`src/rtl/fifo_wr_arbiter.sv`:
```
// Round-robin arbiter sharing the single FIFO write port between NREQ byte producers.
// Define ARB_BURST_LOCK_EN to let a granted producer hold the port for up to MAX_BURST bytes.
module fifo_wr_arbiter #(
    parameter int unsigned NREQ      = 4,
    parameter int unsigned MAX_BURST = 4
) (
    input  logic                    clk,
    input  logic                    rst,
    input  logic [NREQ-1:0]         req_valid_i,
    input  logic [8*NREQ-1:0]       req_data_i,
    output logic [NREQ-1:0]         req_ready_o,
    input  logic                    fifo_full_i,
    output logic                    fifo_wr_o,
    output logic [7:0]              fifo_wdata_o,
    output logic [$clog2(NREQ)-1:0] grant_id_o,
    output logic                    busy_o
);

    localparam int unsigned IdxW = $clog2(NREQ);
    typedef logic [IdxW-1:0] idx_t;

    if (NREQ < 2 || NREQ > 8) begin : g_bad_nreq
        $error("NREQ must be in 2..8");
    end
    if (MAX_BURST < 1 || MAX_BURST > 16) begin : g_bad_burst
        $error("MAX_BURST must be in 1..16");
    end

    // Explicit wrap keeps rr_ptr below NREQ when NREQ is not a power of two.
    function automatic idx_t next_idx(input idx_t i);
        return (int'(i) == int'(NREQ) - 1) ? '0 : i + idx_t'(1);
    endfunction

    idx_t rr_ptr_q;
    idx_t sel;
    logic sel_vld;
    logic locked;
    logic xfer;

`ifdef ARB_BURST_LOCK_EN
    typedef enum logic [0:0] {StIdle, StLock} state_e;

    state_e     state_q;
    idx_t       owner_q;
    logic [3:0] burst_cnt_q;
    logic [4:0] burst_cnt_inc;

    assign locked        = (state_q == StLock);
    assign burst_cnt_inc = {1'b0, burst_cnt_q} + 5'd1;
`else
    assign locked = 1'b0;
`endif

    always_comb begin
        sel     = '0;
        sel_vld = 1'b0;
`ifdef ARB_BURST_LOCK_EN
        if (locked) begin
            sel     = owner_q;
            sel_vld = req_valid_i[owner_q];
        end else begin
`else
        begin
`endif
            // Descending scan so the lowest rotation offset from rr_ptr wins.
            for (int k = int'(NREQ) - 1; k >= 0; k--) begin
                int idx;
                idx = int'(rr_ptr_q) + k;
                if (idx >= int'(NREQ)) idx = idx - int'(NREQ);
                if (req_valid_i[idx]) begin
                    sel     = idx_t'(idx);
                    sel_vld = 1'b1;
                end
            end
        end
    end

    always_comb begin
        req_ready_o = '0;
        if (sel_vld && !fifo_full_i && !rst) req_ready_o[sel] = 1'b1;
        xfer         = |(req_valid_i & req_ready_o);
        fifo_wr_o    = xfer;
        fifo_wdata_o = xfer ? req_data_i[{sel, 3'b000} +: 8] : 8'h00;
        grant_id_o   = rst ? '0 : sel;
        busy_o       = locked;
    end

`ifdef ARB_BURST_LOCK_EN
    always_ff @(posedge clk or posedge rst) begin
        if (rst) begin
            state_q     <= StIdle;
            rr_ptr_q    <= '0;
            owner_q     <= '0;
            burst_cnt_q <= '0;
        end else begin
            unique case (state_q)
                StIdle: begin
                    if (xfer) begin
                        if (MAX_BURST > 1) begin
                            owner_q     <= sel;
                            burst_cnt_q <= 4'd1;
                            state_q     <= StLock;
                        end else begin
                            rr_ptr_q <= next_idx(sel);
                        end
                    end
                end
                StLock: begin
                    // A full FIFO freezes the burst regardless of the owner's valid.
                    if (!fifo_full_i) begin
                        if (!req_valid_i[owner_q]) begin
                            rr_ptr_q    <= next_idx(owner_q);
                            burst_cnt_q <= '0;
                            state_q     <= StIdle;
                        end else if (burst_cnt_inc == 5'(MAX_BURST)) begin
                            rr_ptr_q    <= next_idx(owner_q);
                            burst_cnt_q <= '0;
                            state_q     <= StIdle;
                        end else begin
                            burst_cnt_q <= burst_cnt_inc[3:0];
                        end
                    end
                end
                default: state_q <= StIdle;
            endcase
        end
    end
`else
    always_ff @(posedge clk or posedge rst) begin
        if (rst) begin
            rr_ptr_q <= '0;
        end else if (xfer) begin
            rr_ptr_q <= next_idx(sel);
        end
    end
`endif

endmodule
```
`config.mk`:
```
export PLATFORM = sky130hd
export DESIGN_NAME = fifo_wr_arbiter
export DESIGN_NICKNAME = d
export VERILOG_FILES = /design/src/rtl/fifo_wr_arbiter.sv
export SDC_FILE = /design/constraint.sdc
export NUM_CORES = 1
export LEC_CHECK = 0
export CORE_MARGIN = 4
export CORE_UTILIZATION = 28
export DETAILED_ROUTE_END_ITERATION = 7
export PLACE_DENSITY = 0.92
export SLEW_MARGIN = 5
export SYNTH_ARGS = -nofsm -noshare
export SYNTH_HDL_FRONTEND = slang
export SYNTH_SLANG_ARGS = --single-unit
```
`constraint.sdc`:
```
create_clock -name clk -period 6.3 [get_ports clk]
set_input_delay 0.945 -clock clk [delete_from_list [all_inputs] [get_ports clk]]
set_output_delay 0.945 -clock clk [all_outputs]
set_load 0.005 [all_outputs]
```
Yosys cells after proc, flatten, opt, wreduce, memory -nomap -nowiden --
Cells that the tools add are included. Widths: inputs -> output; s select.
Storage, ports and cells: output and inout bits 16, flip-flop bits (word level) 2, logic and storage cells 58
Operators by class: magnitude comparators 10, bitwise gates (word level) 1, shift-type cells 1, muxes and demuxes 30, $add $sub $neg 8, equality and inequality tests 1, reductions and logical operators 6
Operators with widths (number):
- $lt 32x4->1 const B | 4
- $mux 32 | 4
- $shiftx 32x6->8 | 1
- $mux 1 | 13
- $mux 2 | 6
- $sub 3x3->4 const B | 3
- $ge 3x3->1 const B | 3
- $bmux 1 s2 | 4
- $mux 8 | 1
- $add 2x2->3 const B | 2
- $and 4x4->4 | 1
- $mux 4 | 1
- $reduce_or 4->1 | 1
- $sub 2x3->4 const B | 1
- $add 2x1->3 const B | 1
- $ge 2x3->1 const B | 1
- $logic_and 1x1->1 | 3
- $lt 2x3->1 const B | 1
- $add 2x1->2 const B | 1
- $demux 1 s2 | 1
- $eq 2x1->1 const B | 1
- $ge 2x1->1 const B | 1
- $logic_not 1->1 | 2

Longest topological paths before layout --
depth in word-level cells 18, depth in mapped cells 9, mapped depth without buffers 8

Least setup slack after synthesis --
No wires, ideal clock.
path type input-to-output, from in req_valid_i[2], to out fifo_wdata_o[1], stages 7, arrival 2.452 ns, data required time 5.355 ns, slack 2.903 ns, cell sequence nor2b_1 > o32ai_1 > inv_1 > ha_1 > and2_1 > o211ai_2 > o22ai_1
Between the ends: cells in the longest elaborated chain, start to end 15, elaborated cells between the ends (all ways) 32
RTL lines:
- start: declaration | line 9 | input logic [NREQ-1:0] req_valid_i,
- $bmux 1 s2 | line 70 | if (req_valid_i[idx]) begin
- $mux 1 (not written as such) (2 in series) | line 70
- $mux 2 (4 in series) | line 70
- $lt 2x3->1 (not written as such) or $ge 2x1->1 (tied branches) | line 80 | if (sel_vld && !fifo_full_i && !rst) req_ready_o[sel] = 1'b1;
- $logic_and 1x1->1 (not written as such) | line 80
- $mux 1 (not written as such) | line 80
- $demux 1 s2 | line 80
- $mux 4 | line 80
- $and 4x4->4 | line 81 | xfer = |(req_valid_i & req_ready_o);
- $reduce_or 4->1 | line 81
- $mux 8 (*) | line 83 | fifo_wdata_o = xfer ? req_data_i[{sel, 3'b000} +: 8] : 8'h00;
- end: declaration | line 14 | output logic [7:0] fifo_wdata_o,
Mark *: on every way between the ends. The rest lies on a longest branch, timed or not. The select of a mux whose other input is x is not followed.

Worst setup path after layout --
Ends and elaborated chain as after synthesis.

==> reports/qor.log <==
qor: outcome.run_status completed
qor: die.num_rows 14
qor: cts.post_cts_resized 0
qor: power.power.ir.vdd_worst 0.171 mV
qor: worst_setup_path.r2r_slack 3.58 ns
qor: drt.vias_per_cell 5.20
qor: cts.cts_num_sinks 2
qor: power.power.clock.fraction 0.132
qor: drt.drt_first_iter_violations 11
qor: timing.max_slew_margin 0.340
qor: cells_and_area.post_route_cells_drive_above_1_share 0.0439
qor: timing.clock.fmax 0.200 GHz
qor: power.switchingPower 84.8 uW
qor: global_route.grt_antenna_before_repair 0
qor: cts.numCtsBuffers 3
qor: global_route.grt_max_degree 23
qor: drt.drt_first_pass_iters 4
qor: die.initial_utilization 0.300
qor: cells_and_area.flow.area_growth_from_synthesis 120%
qor: worst_setup_path.timing.critical_path.required 5.35 ns
qor: run.timing.max_cap.violations 0
qor: synthesis.netlist.area_leader.share 0.346
qor: synthesis.synth.distinct_cells 24
qor: power.power.internal 133 uW
qor: placement.finalWeightedCongestion 0.847
qor: worst_setup_path.cp-start-kind input port
qor: timing.final_hold_viol_count 0
qor: die.die_height 48.7 um
qor: synthesis.seq_area_frac_synth 0.108
qor: worst_setup_path.worst-path-max-fanout 22
qor: synthesis.post_synth_inst_count 61
qor: timing.final.period_utilization 0.792
qor: cells_and_area.reg_top3 rr_ptr_q x2
qor: power.p_seq_frac 0.115
qor: cells_and_area.fill_cells 133
qor: synthesis.synth_warnings 0
qor: drt.totalWireLength 1.87 mm
qor: cts.insertion_delay 0.22 ns
qor: synthesis.synth_top_cells_by_area sky130_fd_sc_hd__mux2i_1 35%, sky130_fd_sc_hd__dfrtp_1 11%, sky130_fd_sc_hd__o22ai_1 11%
qor: drt.wire_per_inst 14.4 um
qor: cts.reg_clk_slew_reported_paths 0.03 ns
qor: die.die_w 48.7 um
qor: global_route.grt_first_pass_wirelength 2.98 mm
qor: drt.post-route-drc-count 0
qor: cts.cts_tree built
qor: timing.rsz0062_at_grt false
qor: timing.drv_slew 0
qor: timing.timing.final.setup_violations 0
qor: power.cellLeakagePower 0.000448 uW
qor: power.power_density 214 nW/um2
qor: timing.timing_worst_slew_pin_value 0.990 ns
qor: synthesis.yosysTopAreaCell sky130_fd_sc_hd__mux2i_1
qor: synthesis.synth.net_count 101
qor: cells_and_area.fin_util 0.661
qor: global_route.grt_usage 0.157
qor: cells_and_area.top_register rr_ptr_q
qor: cts.htree_num_levels 1
qor: placement.detailedPlacementHpwl 1.58 mm
qor: worst_setup_path.critical_path_class in -> out
qor: power.switching_share 0.389
qor: cells_and_area.n_antenna_cell 0
qor: cts.clk_root_buffer_cell sky130_fd_sc_hd__clkbuf_4
qor: cts.postCtsSetupBuffers 0
qor: die.dieArea 2370 um2
qor: cts.cts_hold_repair.buffers 0
qor: cts.cts-root-to-sink-buffers 2
qor: min_path.hold_path_class reg -> reg
qor: cells_and_area.largest_register_ff_count 2
qor: placement.portBuffers 53
qor: global_route.global_route.overflow_total 0
qor: cells_and_area.nNetsFinal 156
qor: timing.layout_min_cycle_time 4.99 ns
qor: synthesis.synth-seq-cells 2
qor: power.p_comb_frac 0.753
qor: synthesis.synthesis.area 463 um2
qor: die.num_io_pins 55
qor: worst_setup_path.critical_path.endpoint_type primary output
qor: drt.final_antenna_net_count 0
qor: global_route.number_of_global_route_vias_before_repair 736
qor: worst_setup_path.crit_arrival 4.04 ns
qor: synthesis.synth_area_per_cell 7.59 um2
qor: drt.num_vias 676
qor: timing.clock_skew 0.000217 ns
qor: die.design.core.area 1540 um2
qor: timing.final.setup.tns 0 ns
## final timing paths
| path | from | endpoint | depth (start not counted) |
|---|---|---|---|
| max | req_valid_i[2] | fifo_wdata_o[1] | 10 |
| min | rr_ptr_q[1] | rr_ptr_q[1] | 1 |
| max reg2reg | rr_ptr_q[0] | rr_ptr_q[1] | 8 |
| min reg2reg | rr_ptr_q[1] | rr_ptr_q[1] | 1 |
| max in group asynchronous | rst | rr_ptr_q[0] | 2 |
| min in group asynchronous | rst | rr_ptr_q[1] | 2 |
## placed cells by master, fill, tap and decap left out
cell type / instances
sky130_fd_sc_hd__a21oi_1: 3
sky130_fd_sc_hd__inv_1: 4
sky130_fd_sc_hd__nor4_1: 1
sky130_fd_sc_hd__inv_2: 1
sky130_fd_sc_hd__o22ai_1: 8
sky130_fd_sc_hd__a21o_1: 1
sky130_fd_sc_hd__nor2_1: 6
sky130_fd_sc_hd__o211ai_2: 1
sky130_fd_sc_hd__conb_1: 1
sky130_fd_sc_hd__a211o_1: 1
sky130_fd_sc_hd__ha_1: 1
sky130_fd_sc_hd__and2_1: 2
sky130_fd_sc_hd__mux2_1: 1
sky130_fd_sc_hd__o31a_1: 1
sky130_fd_sc_hd__nor2b_1: 1
sky130_fd_sc_hd__clkbuf_4: 3
sky130_fd_sc_hd__mux2i_1: 16
sky130_fd_sc_hd__o21ai_1: 1
sky130_fd_sc_hd__dfrtp_1: 2
sky130_fd_sc_hd__clkdlybuf4s50_1: 53
sky130_fd_sc_hd__nor3_1: 1
sky130_fd_sc_hd__o32ai_1: 1
sky130_fd_sc_hd__nand2b_1: 2
sky130_fd_sc_hd__nand2_1: 2
## worst max-delay path, cell delays in order
cell and delay [ns]:
sky130_fd_sc_hd__clkdlybuf4s50_1 0.51, sky130_fd_sc_hd__nor2b_1 0.18, sky130_fd_sc_hd__a21o_1 0.10, sky130_fd_sc_hd__a211o_1 0.78, sky130_fd_sc_hd__inv_1 0.11, sky130_fd_sc_hd__ha_1 0.25
sky130_fd_sc_hd__and2_1 0.18, sky130_fd_sc_hd__o211ai_2 0.35, sky130_fd_sc_hd__o22ai_1 0.15, sky130_fd_sc_hd__clkdlybuf4s50_1 0.47
## power by group through the flow
| stage | combinational (uW) | sequential, uW | clock, uW |
|---|---|---|---|
| after global routing | 180 | 25.5 | 31.4 |
| after CTS | 166 | 24.9 | 29.9 |
| after global placement | 160 | 24.6 | 0 |
| after floorplan | 97.4 | 23.7 | 0 |
| after detailed placement | 166 | 25.1 | 0 |
| final | 164 | 25.1 | 28.9 |
## routing by layer
metal	GRT usage	wire length [um]	vias to the layer above
met1	0.129	616	298
met5	0	0	-
met3	0.0706	168	8
met4	0.0807	82	0
met2	0.304	1000	38
li1	-	-	332
## layout make-up
type / instances / area, um2 / area share
clock buffer: 3 / 22.5 / 0.0221
sequential: 2 / 50.0 / 0.0491
tap: 16 / 20.0 / 0.0197
inverter: 5 / 18.8 / 0.0184
multi-input combinational: 51 / 377 / 0.370
timing repair buffer: 53 / 531 / 0.521
## metrics by stage
| step | cell area (um2) | power [uW] | cells | hold slack (ns) | setup WS (ns) |
|---|---|---|---|---|---|
| CTS | 1020 | 221 | 130 | 0.570 | 1.28 |
| finish | 1020 | 218 | 130 | 0.575 | 1.31 |
| detailed placement | 996 | 191 | 127 | 0.565 | 1.27 |
| floorplan | 463 | 121 | 61 | 0.526 | 2.90 |
| global route | 1020 | 237 | 130 | 0.594 | 1.07 |
| global placement | 996 | 185 | 127 | 0.556 | 1.46 |
## cells in the mapped netlist
| cell type | number |
|---|---|
| sky130_fd_sc_hd__mux2i_1 | 16 |
| sky130_fd_sc_hd__buf_2 | 2 |
| sky130_fd_sc_hd__o32ai_1 | 1 |
| sky130_fd_sc_hd__buf_4 | 1 |
| sky130_fd_sc_hd__and2_1 | 2 |
| sky130_fd_sc_hd__nand2_1 | 2 |
| sky130_fd_sc_hd__conb_1 | 1 |
| sky130_fd_sc_hd__nor3_1 | 1 |
| sky130_fd_sc_hd__o21ai_1 | 1 |
| sky130_fd_sc_hd__ha_1 | 1 |
| sky130_fd_sc_hd__nor2_1 | 6 |
| sky130_fd_sc_hd__a21oi_1 | 3 |
| sky130_fd_sc_hd__o211ai_2 | 1 |
| sky130_fd_sc_hd__nor4_1 | 1 |
| sky130_fd_sc_hd__dfrtp_1 | 2 |
| sky130_fd_sc_hd__o22ai_1 | 8 |
| sky130_fd_sc_hd__inv_1 | 4 |
| sky130_fd_sc_hd__mux2_1 | 1 |
| sky130_fd_sc_hd__inv_2 | 1 |
| sky130_fd_sc_hd__a211o_1 | 1 |
| sky130_fd_sc_hd__o31a_1 | 1 |
| sky130_fd_sc_hd__a21o_1 | 1 |
| sky130_fd_sc_hd__nand2b_1 | 2 |
| sky130_fd_sc_hd__nor2b_1 | 1 |
## cell families after synthesis
group | after synthesis | synth area share
adder cells (fa/ha/maj) | 1 | 0.0270
AND/OR/NAND/NOR | 15 | 0.157
multiplexers | 17 | 0.370
other | 1 | 0.00810
buffers and inverters | 8 | 0.0784
flip-flops | 2 | 0.108
AO/OA/AOI/OAI | 17 | 0.251
Power figures use the tool's default switching activity.
